### src/rtl/ctrl_pkg.sv
// Shared types for the WISC-S25 pipelined control unit: opcodes, branch
// conditions, per-stage control bundles and the branch-condition evaluator.
package ctrl_pkg;

  typedef enum logic [3:0] {
    OP_ADD    = 4'h0,
    OP_SUB    = 4'h1,
    OP_XOR    = 4'h2,
    OP_RED    = 4'h3,
    OP_SLL    = 4'h4,
    OP_SRA    = 4'h5,
    OP_ROR    = 4'h6,
    OP_PADDSB = 4'h7,
    OP_LW     = 4'h8,
    OP_SW     = 4'h9,
    OP_LLB    = 4'hA,
    OP_LHB    = 4'hB,
    OP_B      = 4'hC,
    OP_BR     = 4'hD,
    OP_PCS    = 4'hE,
    OP_HLT    = 4'hF
  } opcode_e;

  typedef enum logic [2:0] {
    CC_NE = 3'd0,
    CC_EQ = 3'd1,
    CC_GT = 3'd2,
    CC_LT = 3'd3,
    CC_GE = 3'd4,
    CC_LE = 3'd5,
    CC_OV = 3'd6,
    CC_AL = 3'd7
  } cond_e;

  localparam logic [1:0] IMM_ALU    = 2'b00;
  localparam logic [1:0] IMM_MEM    = 2'b01;
  localparam logic [1:0] IMM_BYTE   = 2'b10;
  localparam logic [1:0] IMM_BRANCH = 2'b11;

  localparam int RADDR_W_DEF = 4;

  typedef struct packed {
    logic [3:0] aluOp;
    logic       aluSrc;
    logic [1:0] immSel;
    logic       pcs;
  } ex_ctrl_t;

  typedef struct packed {
    logic memEn;
    logic memWe;
    logic memToReg;
  } mem_ctrl_t;

  typedef struct packed {
    logic                   regWe;
    logic [RADDR_W_DEF-1:0] rd;
  } wb_ctrl_t;

  // zvn is packed {Z, V, N}, matching the committed flag register layout.
  function automatic logic condMet(input cond_e cc, input logic [2:0] zvn);
    logic z, v, n, res;
    {z, v, n} = zvn;
    case (cc)
      CC_NE:   res = !z;
      CC_EQ:   res = z;
      CC_GT:   res = !z && !n;
      CC_LT:   res = n;
      CC_GE:   res = z || (!z && !n);
      CC_LE:   res = n || z;
      CC_OV:   res = v;
      CC_AL:   res = 1'b1;
      default: res = 1'b0;
    endcase
    return res;
  endfunction

endpackage

### src/rtl/ctrl_decode.sv
// Combinational ID-stage decoder: instruction -> EX/MEM/WB control bundles,
// register-source usage, flag-write mask and branch/halt markers.
module ctrl_decode
  import ctrl_pkg::*;
#(
  parameter int INSTR_W = 16,
  parameter int RADDR_W = 4
) (
  input  logic [INSTR_W-1:0] instr,
  input  logic               valid,
  output ex_ctrl_t           exCtrl,
  output mem_ctrl_t          memCtrl,
  output logic               regWe,
  output logic [RADDR_W-1:0] rd,
  output logic               useRs1,
  output logic               useRs2,
  output logic [RADDR_W-1:0] rs1,
  output logic [RADDR_W-1:0] rs2,
  output logic [2:0]         flagWr,
  output logic               isB,
  output logic               isBr,
  output logic               isHlt
);

  opcode_e            op;
  logic [RADDR_W-1:0] fieldA;
  logic [RADDR_W-1:0] fieldB;
  logic [RADDR_W-1:0] fieldC;

  assign op     = opcode_e'(instr[INSTR_W-1 -: 4]);
  assign fieldA = instr[INSTR_W-5 -: RADDR_W];
  assign fieldB = instr[INSTR_W-5-RADDR_W -: RADDR_W];
  assign fieldC = instr[RADDR_W-1:0];

  always_comb begin
    exCtrl  = '0;
    memCtrl = '0;
    regWe   = 1'b0;
    useRs1  = 1'b0;
    useRs2  = 1'b0;
    rs1     = fieldB;
    rs2     = fieldC;
    flagWr  = 3'b000;
    isB     = 1'b0;
    isBr    = 1'b0;
    isHlt   = 1'b0;
    if (valid) begin
      exCtrl.aluOp = op;
      case (op)
        OP_ADD, OP_SUB: begin
          regWe = 1'b1; useRs1 = 1'b1; useRs2 = 1'b1; flagWr = 3'b111;
        end
        OP_XOR: begin
          regWe = 1'b1; useRs1 = 1'b1; useRs2 = 1'b1; flagWr = 3'b100;
        end
        OP_RED, OP_PADDSB: begin
          regWe = 1'b1; useRs1 = 1'b1; useRs2 = 1'b1;
        end
        OP_SLL, OP_SRA, OP_ROR: begin
          regWe = 1'b1; useRs1 = 1'b1; flagWr = 3'b100;
          exCtrl.aluSrc = 1'b1; exCtrl.immSel = IMM_ALU;
        end
        OP_LW: begin
          memCtrl.memEn = 1'b1; memCtrl.memToReg = 1'b1;
          regWe = 1'b1; useRs1 = 1'b1; exCtrl.immSel = IMM_MEM;
        end
        OP_SW: begin
          // Store data register sits in the rd field.
          memCtrl.memEn = 1'b1; memCtrl.memWe = 1'b1;
          useRs1 = 1'b1; useRs2 = 1'b1; rs2 = fieldA; exCtrl.immSel = IMM_MEM;
        end
        OP_LLB, OP_LHB: begin
          regWe = 1'b1; useRs1 = 1'b1; rs1 = fieldA; exCtrl.immSel = IMM_BYTE;
        end
        OP_B:   begin isB = 1'b1; exCtrl.immSel = IMM_BRANCH; end
        OP_BR:  begin isBr = 1'b1; useRs1 = 1'b1; end
        OP_PCS: begin exCtrl.pcs = 1'b1; regWe = 1'b1; end
        OP_HLT: isHlt = 1'b1;
        default: ;
      endcase
    end
    rd = regWe ? fieldA : '0;
  end

endmodule

### src/rtl/ctrl_pipe.sv
// Pipelined control unit: registers decoded control through ID/EX, EX/MEM and
// MEM/WB, owns the Z/V/N flags, resolves branches in ID and raises stall/flush.
module ctrl_pipe
  import ctrl_pkg::*;
#(
  parameter int INSTR_W  = 16,
  parameter int RADDR_W  = 4,
  parameter int FLAG_FWD = 1
) (
  input  logic               clk,
  input  logic               rst_n,
  input  logic [INSTR_W-1:0] id_instr,
  input  logic               id_valid,
  input  logic               ex_z,
  input  logic               ex_v,
  input  logic               ex_n,
  output logic               stall,
  output logic               flush,
  output logic               br_imm_taken,
  output logic               br_reg_taken,
  output logic [7:0]         ex_ctrl,
  output logic [2:0]         mem_ctrl,
  output logic [RADDR_W:0]   wb_ctrl,
  output logic [2:0]         flags,
  output logic               halted
);

  ex_ctrl_t           dEx;
  mem_ctrl_t          dMem;
  logic               dRegWe, dUse1, dUse2, dIsB, dIsBr, dIsHlt;
  logic [RADDR_W-1:0] dRd, dRs1, dRs2;
  logic [2:0]         dFlagWr;

  ctrl_decode #(.INSTR_W(INSTR_W), .RADDR_W(RADDR_W)) uDecode (
    .instr   (id_instr),
    .valid   (id_valid),
    .exCtrl  (dEx),
    .memCtrl (dMem),
    .regWe   (dRegWe),
    .rd      (dRd),
    .useRs1  (dUse1),
    .useRs2  (dUse2),
    .rs1     (dRs1),
    .rs2     (dRs2),
    .flagWr  (dFlagWr),
    .isB     (dIsB),
    .isBr    (dIsBr),
    .isHlt   (dIsHlt)
  );

  ex_ctrl_t           idExCtrl;
  mem_ctrl_t          idExMem, exMemMem;
  logic               idExWe, exMemWe, memWbWe;
  logic [RADDR_W-1:0] idExRd, exMemRd, memWbRd;
  logic [2:0]         idExFlagWr;
  logic               idExHlt, exMemHlt;
  logic [2:0]         flagsQ;
  logic               haltedQ, haltIssued;

  logic       loadUse, flagStall, insertBubble, stallInt, taken;
  logic [2:0] exFlags, fwdMask, brFlags, flagsNext;

  assign exFlags = {ex_z, ex_v, ex_n};

  assign loadUse = idExMem.memToReg && idExWe &&
                   ((dUse1 && (idExRd == dRs1)) || (dUse2 && (idExRd == dRs2)));
  assign flagStall = (FLAG_FWD == 0) && (dIsB || dIsBr) && (idExFlagWr != 3'b000);

  // Once HLT has been issued to EX, IF/ID stays frozen on it and only bubbles follow.
  assign insertBubble = loadUse || flagStall || haltIssued;
  assign stallInt     = insertBubble || dIsHlt;

  assign fwdMask   = (FLAG_FWD != 0) ? idExFlagWr : 3'b000;
  assign brFlags   = (fwdMask & exFlags) | (~fwdMask & flagsQ);
  assign flagsNext = (idExFlagWr & exFlags) | (~idExFlagWr & flagsQ);
  assign taken     = condMet(cond_e'(id_instr[INSTR_W-5 -: 3]), brFlags);

  // Combinational outputs are held quiet while reset is asserted.
  assign stall        = rst_n && stallInt;
  assign br_imm_taken = rst_n && dIsB && taken && !stallInt;
  assign br_reg_taken = rst_n && dIsBr && taken && !stallInt;
  assign flush        = br_imm_taken || br_reg_taken;

  assign ex_ctrl  = idExCtrl;
  assign mem_ctrl = exMemMem;
  assign wb_ctrl  = {memWbWe, memWbRd};
  assign flags    = flagsQ;
  assign halted   = haltedQ;

  always_ff @(posedge clk or negedge rst_n) begin
    if (!rst_n) begin
      idExCtrl   <= '0;
      idExMem    <= '0;
      idExWe     <= 1'b0;
      idExRd     <= '0;
      idExFlagWr <= 3'b000;
      idExHlt    <= 1'b0;
      exMemMem   <= '0;
      exMemWe    <= 1'b0;
      exMemRd    <= '0;
      exMemHlt   <= 1'b0;
      memWbWe    <= 1'b0;
      memWbRd    <= '0;
      flagsQ     <= 3'b000;
      haltedQ    <= 1'b0;
      haltIssued <= 1'b0;
    end else begin
      idExCtrl   <= insertBubble ? '0 : dEx;
      idExMem    <= insertBubble ? '0 : dMem;
      idExWe     <= insertBubble ? 1'b0 : dRegWe;
      idExRd     <= insertBubble ? '0 : dRd;
      idExFlagWr <= insertBubble ? 3'b000 : dFlagWr;
      idExHlt    <= insertBubble ? 1'b0 : dIsHlt;
      exMemMem   <= idExMem;
      exMemWe    <= idExWe;
      exMemRd    <= idExRd;
      exMemHlt   <= idExHlt;
      memWbWe    <= exMemWe;
      memWbRd    <= exMemRd;
      flagsQ     <= flagsNext;
      haltedQ    <= haltedQ || exMemHlt;
      haltIssued <= haltIssued || (dIsHlt && !insertBubble);
    end
  end

endmodule

### config.mk
export PLATFORM = sky130hd
export DESIGN_NAME = ctrl_pipe
export DESIGN_NICKNAME = d
export VERILOG_FILES = /design/src/rtl/ctrl_pkg.sv /design/src/rtl/ctrl_decode.sv /design/src/rtl/ctrl_pipe.sv
export SDC_FILE = /design/constraint.sdc
export NUM_CORES = 1
export LEC_CHECK = 0
export CAP_MARGIN = 25
export CORE_ASPECT_RATIO = 0.8
export CORE_MARGIN = 2
export CORE_UTILIZATION = 35
export DETAILED_ROUTE_END_ITERATION = 8
export SLEW_MARGIN = 20
export SYNTH_ARGS = -nofsm -noshare
export SYNTH_HDL_FRONTEND = slang
export SYNTH_SLANG_ARGS = --single-unit
### constraint.sdc
create_clock -name clk -period 6.96 [get_ports clk]
set_input_delay 1.392 -clock clk [delete_from_list [all_inputs] [get_ports clk]]
set_output_delay 1.392 -clock clk [all_outputs]
set_load 0.1 [all_outputs]
==> flow_summary.yaml, run 1 <==
min_path:
  hold_path_depth: 0
  worstHoldStart: "idExMem[1]"
  min_to: "mem_ctrl[1]"
  hp-class: "reg -> reg"
cts:
  hold_buffers: 0
  clockRootBuffer: "clkbuf_8"
  h-tree-depth: 2
  cts_tree: "done"
  clock_path_buffers: 2
  cts_num_sinks: 38
  cts_resized: 0
  clk_pin_slew_ps: 70
  clk_latency_ps: 280
  numCtsBuffers: 5
  cts_setup_buffers: 0
floorplanning:
  rows: 22
  io_pins: 46
  chipWidth_um: 82.2
  initial_utilization_pct: 36.8
  die_h_um: 66.6
  die-area_mm2: 0.00547
  coreArea_mm2: 0.00465
cells_and_area:
  nNetsFinal: 221
  drive_gt1_share_pct: 12.1
  syn_to_final_growth_pct: 32.8
  fillers: 405
  stdcell_count: 259
  register_area_um2: 951
  antenna_cells: 0
  multiInputGateArea_um2: 689
critical_path:
  crit_fanout: 20
  timing.rr.start: "idExRd[0]"
  start_kind: "input port"
  r2r-end: "ex_ctrl[3]"
  arrival_ps: 4530
  r2r_cells: 6
  required_ps: 5570
  rrSetupSlack_ps: 4630
  worstSetupPathType: "in -> out"
  endpoint_kind: "output pin"
placed_design:
  finalWeightedCongestion: 0.883
  dpl.hpwl_mm: 2.68
  numPortBuffers: 45
  placed_cells: 252
  dp_slack_ps: 1070
route:
  drtIter0Drc: 78
  routed_wl_mm: 3.73
  first_pass_iters: 4
  viasPerCell: 5.00
  vias: 1296
  detail-route-antenna-nets: 0
  drc: 0
  routedWlPerCell_um: 14.4
logic_synthesis:
  synthMostInstantiatedCell: "dfrtp_1"
  avgSynthCellArea_um2: 10.9
  synthTopCellsByArea: "dfrtp_1, nand2_1, mux2i_1"
  yosysTopAreaCellShare_pct: 55.5
  yosys.area.top_type: "dfrtp_1"
  async_flop_share_pct: 100
  ys_ff_latch: 38
  ys_warn_count: 0
  synth_cells: 157
  ys_types: 40
  netlist_area_mm2: 0.00171
  synth_seq_area_share_pct: 55.5
  synthesis.nets: 179
  synth_flop_cell: "dfrtp_1"
  ys_top_cells_by_count: "dfrtp_1, nand2_1, nor2_1"
  synth_edf_count: 0
pwr:
  power_density_mw_per_mm2: 275
  leakagePower_nw: 1.00
  ir_worst_vdd_mv: 0.160
timing:
  setup-violations-final: 0
  fin_ws_ps: 1040
  worst_pin_slew_ps: 984
  drv_slew: 0
  rsz0062_at_grt: "false"
  period_share_pct: 85.1
  fmax_mhz: 169
  relSlewSlack_pct: 34.2
  fin_crit_ps: 5920
  fin_tns_setup_ps: 0
  fin_worst_skew_ps: 5.14
  worst_hold_slack_ps: 349
  final_hold_viol_count: 0
grt:
  grt_antenna_before_repair: 0
  grt_pass1_wl_mm: 6.15
  gr-total-overflow: 0
  grt_max_degree: 42
  grt_use_total_pct: 15.3
  grt_pass1_vias: 1279
outcome:
  status: "completed"
run:
  drv_cap: 0
==> final cells by class <==
| cell class | instances | area share, % |
|---|---|---|
| Sequential cell | 38 | 41.8 |
| Multi-Input combinational cell | 106 | 30.3 |
| Timing Repair Buffer | 45 | 19.1 |
| Clock buffer | 6 | 3.63 |
| Tap cell | 60 | 3.30 |
| Clock inverter | 1 | 1.32 |
| Inverter | 3 | 0.495 |
==> critical path, stage by stage <==
cell and delay, ps:
clkdlybuf4s50_1 670, nand4b_2 450, o22ai_1 240, nand2_1 80
or4_4 550, o31ai_4 620, o21a_1 230, buf_4 290
==> state kept, by name, summed over array words and instances (netlist names) <==
signal / count
ex_ctrl: 8
exMemRd: 4
idExRd: 4
memWbRd: 4
flags: 3
idExMem: 3
mem_ctrl: 3
fwdMask: 2
exMemHlt: 1
exMemWe: 1
haltIssued: 1
halted: 1
idExHlt: 1
idExWe: 1
memWbWe: 1
==> placed cells by master (no fill, tap or decap), types with 4 or more instances in the layout <==
cell type,synthesis,final
clkdlybuf4s50_1,0,40
dfrtp_1,38,38
nand2_1,17,17
nor2_1,16,16
mux2i_1,6,6
nor3_1,6,6
clkbuf_8,0,6
a21oi_1,5,5
nor2b_1,5,5
nand2b_1,5,5
nor4_1,5,5
mux2_2,4,4
buf_4,4,4
==> per-stage QoR <==
step | power, mW | util, % | instance area [um^2]
2_1_floorplan | 0.395 | - | 1710
3_3_place_gp | 0.443 | 46.5 | 2160
3_5_place_dp | 0.445 | 46.5 | 2160
4_1_cts | 0.634 | 48.9 | 2270
5_1_grt | 0.658 | 48.9 | 2270
6_report | 0.627 | 48.9 | 2270
==> worst max-delay path by stage <==
stage | startpoint | slack, ps | endpoint
6_report | id_instr[13] | 1040 | stall
5_1_grt | id_instr[14] | 740 | stall
4_1_cts | id_instr[14] | 1070 | stall
3_5_place_dp | id_instr[14] | 1070 | stall
3_3_place_gp | id_instr[13] | 1220 | stall
2_1_floorplan | id_valid | 960 | flush
==> per-layer routing <==
layer,track usage (%),vias up,wire length (um)
met2,22.6,52,1710
met4,7.08,0,49
met1,21.5,605,1760
li1,-,635,-
met3,3.12,4,215
met5,0,-,0
==> where the power goes <==
group / switching, mW / total (mW) / internal, mW
Sequential: 0.00840 / 0.246 / 0.237
Combinational: 0.142 / 0.195 / 0.0532
Clock: 0.0713 / 0.186 / 0.115
Total: 0.221 / 0.627 / 0.405
==> kinds of logic (layout without fill, tap and decap cells) <==
logic type                after synthesis  in the layout  synth area share (%)
xor gates and xnor gates                3              3                  1.53
and+or+nand+nor                        70             70                  22.0
DFF                                    38             38                  55.5
buffers and inverters                  13             55                  4.24
muxes                                  10             10                  6.14
AOI/OAI and AO/OA                      23             23                  10.6
(Power assumes the default switching activity.)
==> run 2: changes to the inputs <==
CORE_ASPECT_RATIO = not set   (was 0.8)
CTS_CLUSTER_DIAMETER = 50   (was not set)
PLACE_DENSITY = 0.66   (was not set)
==> run 2 against run 1 <==
Setup slack gained 25 ps. Register-to-register slack lost 30 ps. Core utilization shrank 0.69 points. Highest routed layer unchanged. First-iteration DRC count shrank 23%. Critical path depth is the same. Critical endpoint unchanged.
==> flow_summary.yaml, run 2 (synthesis results as in run 1) <==
critical_path:
  arrival_ps: 4500
  required_ps: 5570
  path_cells: "clkdlybuf4s50_1, nand4b_2, o22ai_1, nand2_1, or4_4, o31ai_4, o21a_1, buf_4"
  critPathSlowestCell: "clkdlybuf4s50_1"
  path_buf_inv: 2
  start_kind: "input port"
  endpoint_kind: "output pin"
  worstSetupPathType: "in -> out"
  cp_slowest_stage_delay_ps: 660
  crit_fanout: 20
  path_delay_family: "compound AO/OA/AOI/OAI gates"
run:
  drv_cap: 0
floorplanning:
  coreArea_mm2: 0.00472
  initial_utilization_pct: 36.3
  rows: 25
  io_pins: 46
  chipWidth_um: 74.0
  die-area_mm2: 0.00547
  die_h_um: 74.0
grt:
  gr-total-overflow: 0
  grt_pass1_vias: 1173
  grt_pass1_wl_mm: 5.53
  grt_max_degree: 42
  grt_use_total_pct: 13.8
  grt_antenna_before_repair: 0
cells_and_area:
  nNetsFinal: 221
  final_cell_mix: "clkdlybuf4s50_1, dfrtp_1, nand2_1"
  layout_commonest_cell: "clkdlybuf4s50_1"
  drive_gt1_share_pct: 11.5
  syn_to_final_growth_pct: 32.9
  largest_reg_flops: 8
  antenna_cells: 0
  fillers: 440
placed_design:
  dpl.hpwl_mm: 2.60
  finalWeightedCongestion: 0.793
  dp_slack_ps: 1110
  numPortBuffers: 45
timing:
  fin_crit_ps: 5900
  fin_ws_ps: 1060
  drv_slew: 0
  relSlewSlack_pct: 35.2
  setup-violations-final: 0
  rsz0062_at_grt: "false"
  fin_worst_skew_ps: 2.84
  worst_pin_slew_ps: 969
  fmax_mhz: 170
  final_hold_viol_count: 0
  fin_tns_setup_ps: 0
  period_share_pct: 84.7
min_path:
  hp-class: "reg -> reg"
cts:
  clock_path_buffers: 2
  cts_num_sinks: 38
  cts_setup_buffers: 0
  cts_tree: "done"
  h-tree-depth: 2
  numCtsBuffers: 5
  clockRootBuffer: "clkbuf_8"
  clk_pin_slew_ps: 70
  hold_buffers: 0
  clk_latency_ps: 280
  cts_resized: 0
route:
  drc: 0
  top_layer: "met4"
  first_pass_iters: 4
  drtIter0Drc: 60
  detail-route-antenna-nets: 0
  viasPerCell: 4.83
  vias: 1290
  routedWlPerCell_um: 13.5
  route.met2.wl_mm: 1.64
  routed_wl_mm: 3.61
  dr_wl_met3_um: 239
  drt-met1-wl_mm: 1.66
pwr:
  seq_power_share_pct: 39.7
  swShare_pct: 35.7
  intPower_mw: 0.398
  power_density_mw_per_mm2: 272
  p_clk_share_pct: 28.9
  pwr-share-comb_pct: 31.4
  ir_worst_vdd_mv: 0.171
  switchingPower_mw: 0.221
  leakagePower_nw: 1.00
outcome:
  status: "completed"
-- run 2: changes by cell type in the layout (fill, tap and decap cells not counted) --
| cell | change |
|---|---|
| clkbuf_1 | +2 |
| clkbuf_8 | -1 |
-- run 2: metrics by stage --
step / hold WS (ps) / total power, mW / util [%] / instances / cell area, um^2
4_1_cts: 350 / 0.624 / 48.2 / 267 / 2280
5_1_grt: 357 / 0.643 / 48.2 / 267 / 2280
3_5_place_dp: 335 / 0.445 / 46.0 / 259 / 2170
6_report: 349 / 0.619 / 48.2 / 267 / 2280
3_3_place_gp: 332 / 0.444 / 46.0 / 259 / 2170
2_1_floorplan: 331 / 0.395 / - / 157 / 1710
-- run 2: path summary, 6_finish.rpt --
kind | startpoint | to | cells past startpoint | slack, ps
worst max-delay path | id_instr[13] | stall | 8 | 1060
max in group asynchronous | rst_n | halted | 1 | 5210
worst min register to register | idExHlt | exMemHlt | 0 | 350
worst max register to register | idExRd[0] | ex_ctrl[1] | 6 | 4600
worst min-delay path | idExHlt | exMemHlt | 0 | 350
min in group asynchronous | rst_n | idExMem[2] | 1 | 1220
-- run 2: metal layers --
metal | vias up | track usage [%]
met5 | - | 0
met4 | 0 | 7.27
met3 | 5 | 3.25
met2 | 46 | 20.0
met1 | 604 | 19.2
li1 | 635 | -
-- run 2: worst reg2reg max path, cell delays in order (launching register included) --
cell and delay (ps):
dfrtp_1 450, nor2b_1 160, o22ai_1 120, nand2_1 80, or4_4 550, o31ai_4 630, a2111oi_0 210
-- run 2: power by group through the flow --
stage	logic (mW)	registers [mW]	clock network, mW
detailed placement	0.195	0.250	0
CTS	0.195	0.246	0.183
global placement	0.194	0.250	0
global route	0.204	0.247	0.192
floorplan	0.0611	0.334	0
finish	0.194	0.246	0.179
-- run 2: final cells by class --
cell class	instances	area (um^2)	share of cell area [%]
well taps	67	83.8	3.68
flip-flops and latches	38	951	41.8
inverters	3	11.3	0.495
multi-input cells	106	689	30.3
repair buffers	45	435	19.1
clock inverters	1	30.0	1.32
clock buffers	7	76.3	3.35
==> run 3: changes to the inputs <==
PLACE_DENSITY = 0.68   (was 0.66)
clock period = 5.4 ns   (was 6.96 ns; I/O delays follow)
==> run 3 against run 2 <==
First-iteration DRC count grew 55%. Die area unchanged. Combinational power is 32% higher. Clock power up 11%. Design area rose by 2.7%. Via count is 1.2% higher.
==> flow_summary.yaml, run 3 (synthesis results as in run 1) <==
route:
  vias: 1306
  routedWlPerCell_um: 13.2
  detail-route-antenna-nets: 0
  drtIter0Drc: 93
  routed_wl_mm: 3.57
  first_pass_iters: 5
  drc: 0
  viasPerCell: 4.84
cts:
  clk_latency_ps: 290
  cts_setup_buffers: 0
  clockRootBuffer: "clkbuf_8"
  h-tree-depth: 2
  clk_pin_slew_ps: 70
  hold_buffers: 0
  cts_tree: "done"
  numCtsBuffers: 5
  clock_path_buffers: 2
  cts_num_sinks: 38
  cts_resized: 0
cells_and_area:
  largest_reg_flops: 8
  layout_commonest_cell: "clkdlybuf4s50_1"
  final_area_mm2: 0.00234
  post-route-util_pct: 49.5
  nNetsFinal: 224
  drive_gt1_share_pct: 13.8
  final_cell_mix: "clkdlybuf4s50_1, dfrtp_1, nand2_1"
  syn_to_final_growth_pct: 36.5
  fillers: 444
  antenna_cells: 0
timing:
  worst_pin_slew_ps: 973
  fin_crit_ps: 4830
  drv_slew: 0
  setup-violations-final: 0
  fmax_mhz: 207
  fin_worst_skew_ps: 1.58
  final_hold_viol_count: 0
  fin_tns_setup_ps: 0
  relSlewSlack_pct: 35.0
  period_share_pct: 89.4
  rsz0062_at_grt: "false"
run:
  drv_cap: 0
critical_path:
  endpoint_kind: "output pin"
  crit_fanout: 14
  cp_slowest_stage_delay_ps: 660
  critPathSlowestCell: "clkdlybuf4s50_1"
  required_ps: 4320
  start_kind: "input port"
  path_cells: "clkdlybuf4s50_1, nand4b_2, o22ai_1, nand2_1, or4_4, o31ai_4, o21a_1, buf_12"
  arrival_ps: 3750
  rrSetupSlack_ps: 3210
  worstSetupPathType: "in -> out"
floorplanning:
  rows: 25
  die-area_mm2: 0.00547
  initial_utilization_pct: 36.3
  io_pins: 46
  chipWidth_um: 74.0
  coreArea_mm2: 0.00472
  die_h_um: 74.0
placed_design:
  finalWeightedCongestion: 0.856
  numPortBuffers: 45
  dpl.hpwl_mm: 2.66
  place_area_mm2: 0.00224
grt:
  grt_pass1_wl_mm: 5.87
  gr-total-overflow: 0
  grt_antenna_before_repair: 0
  grt_pass1_vias: 1224
  grt_use_total_pct: 14.4
  grt_max_degree: 22
min_path:
  hp-class: "reg -> reg"
outcome:
  status: "completed"
pwr:
  ir_worst_vdd_mv: 0.179
  power_mw: 0.773
  leakagePower_nw: 1.02
  power_density_mw_per_mm2: 330
==> run 3: cell count changes in the layout (fill, tap and decap cells not counted), sizes merged <==
cell / delta
clkbuf: -1
bufinv: -1
buf: +3
clkinv: +1
clkinvlp: +1
==> run 3: layout make-up <==
class	instances	area (um^2)	share of cell area, %
clock buffer	6	82.6	3.53
clock inverter	2	12.5	0.535
inverter	3	11.3	0.482
multi-input combinational	106	689	29.5
sequential	38	951	40.7
tap	67	83.8	3.58
timing repair buffer	48	508	21.7
==> run 3: worst max-delay path: cells and delay by family <==
family / cells / cell delay [ps]
compound gates: 3 / 790
simple gates: 3 / 1030
buf+inv: 2 / 840
==> run 3: through the flow <==
| step | hold WS (ps) | cells | worst slack [ps] |
|---|---|---|---|
| floorplan | 331 | 157 | 20.0 |
| global placement | 332 | 262 | 619 |
| detailed placement | 335 | 262 | 580 |
| CTS | 352 | 270 | 580 |
| global route | 358 | 270 | 379 |
| finish | 350 | 270 | 574 |
==> run 3: report_power, final <==
group | switching [mW] | internal, mW | total (mW) | leakage [nW]
sequential | 0.0110 | 0.306 | 0.317 | 0.514
clock | 0.0965 | 0.102 | 0.199 | 0.0472
combinational | 0.183 | 0.0737 | 0.257 | 0.460
total | 0.291 | 0.482 | 0.773 | 1.02
==> run 3: worst paths after layout <==
| path | startpoint | endpoint | cells after the start |
|---|---|---|---|
| min in group asynchronous | rst_n | ex_ctrl[3] | 1 |
| max in group asynchronous | rst_n | ex_ctrl[4] | 2 |
| worst max-delay path | id_instr[13] | stall | 8 |
| worst min register to register | exMemRd[2] | memWbRd[2] | 0 |
| worst max register to register | idExRd[0] | ex_ctrl[1] | 7 |
| worst min-delay path | exMemRd[2] | memWbRd[2] | 0 |
==> run 3: routing by layer <==
layer | routed length (um) | track usage [%]
met5 | 0 | 0
met4 | 32 | 4.85
met3 | 204 | 4.61
met1 | 1640 | 20.1
met2 | 1700 | 21.2
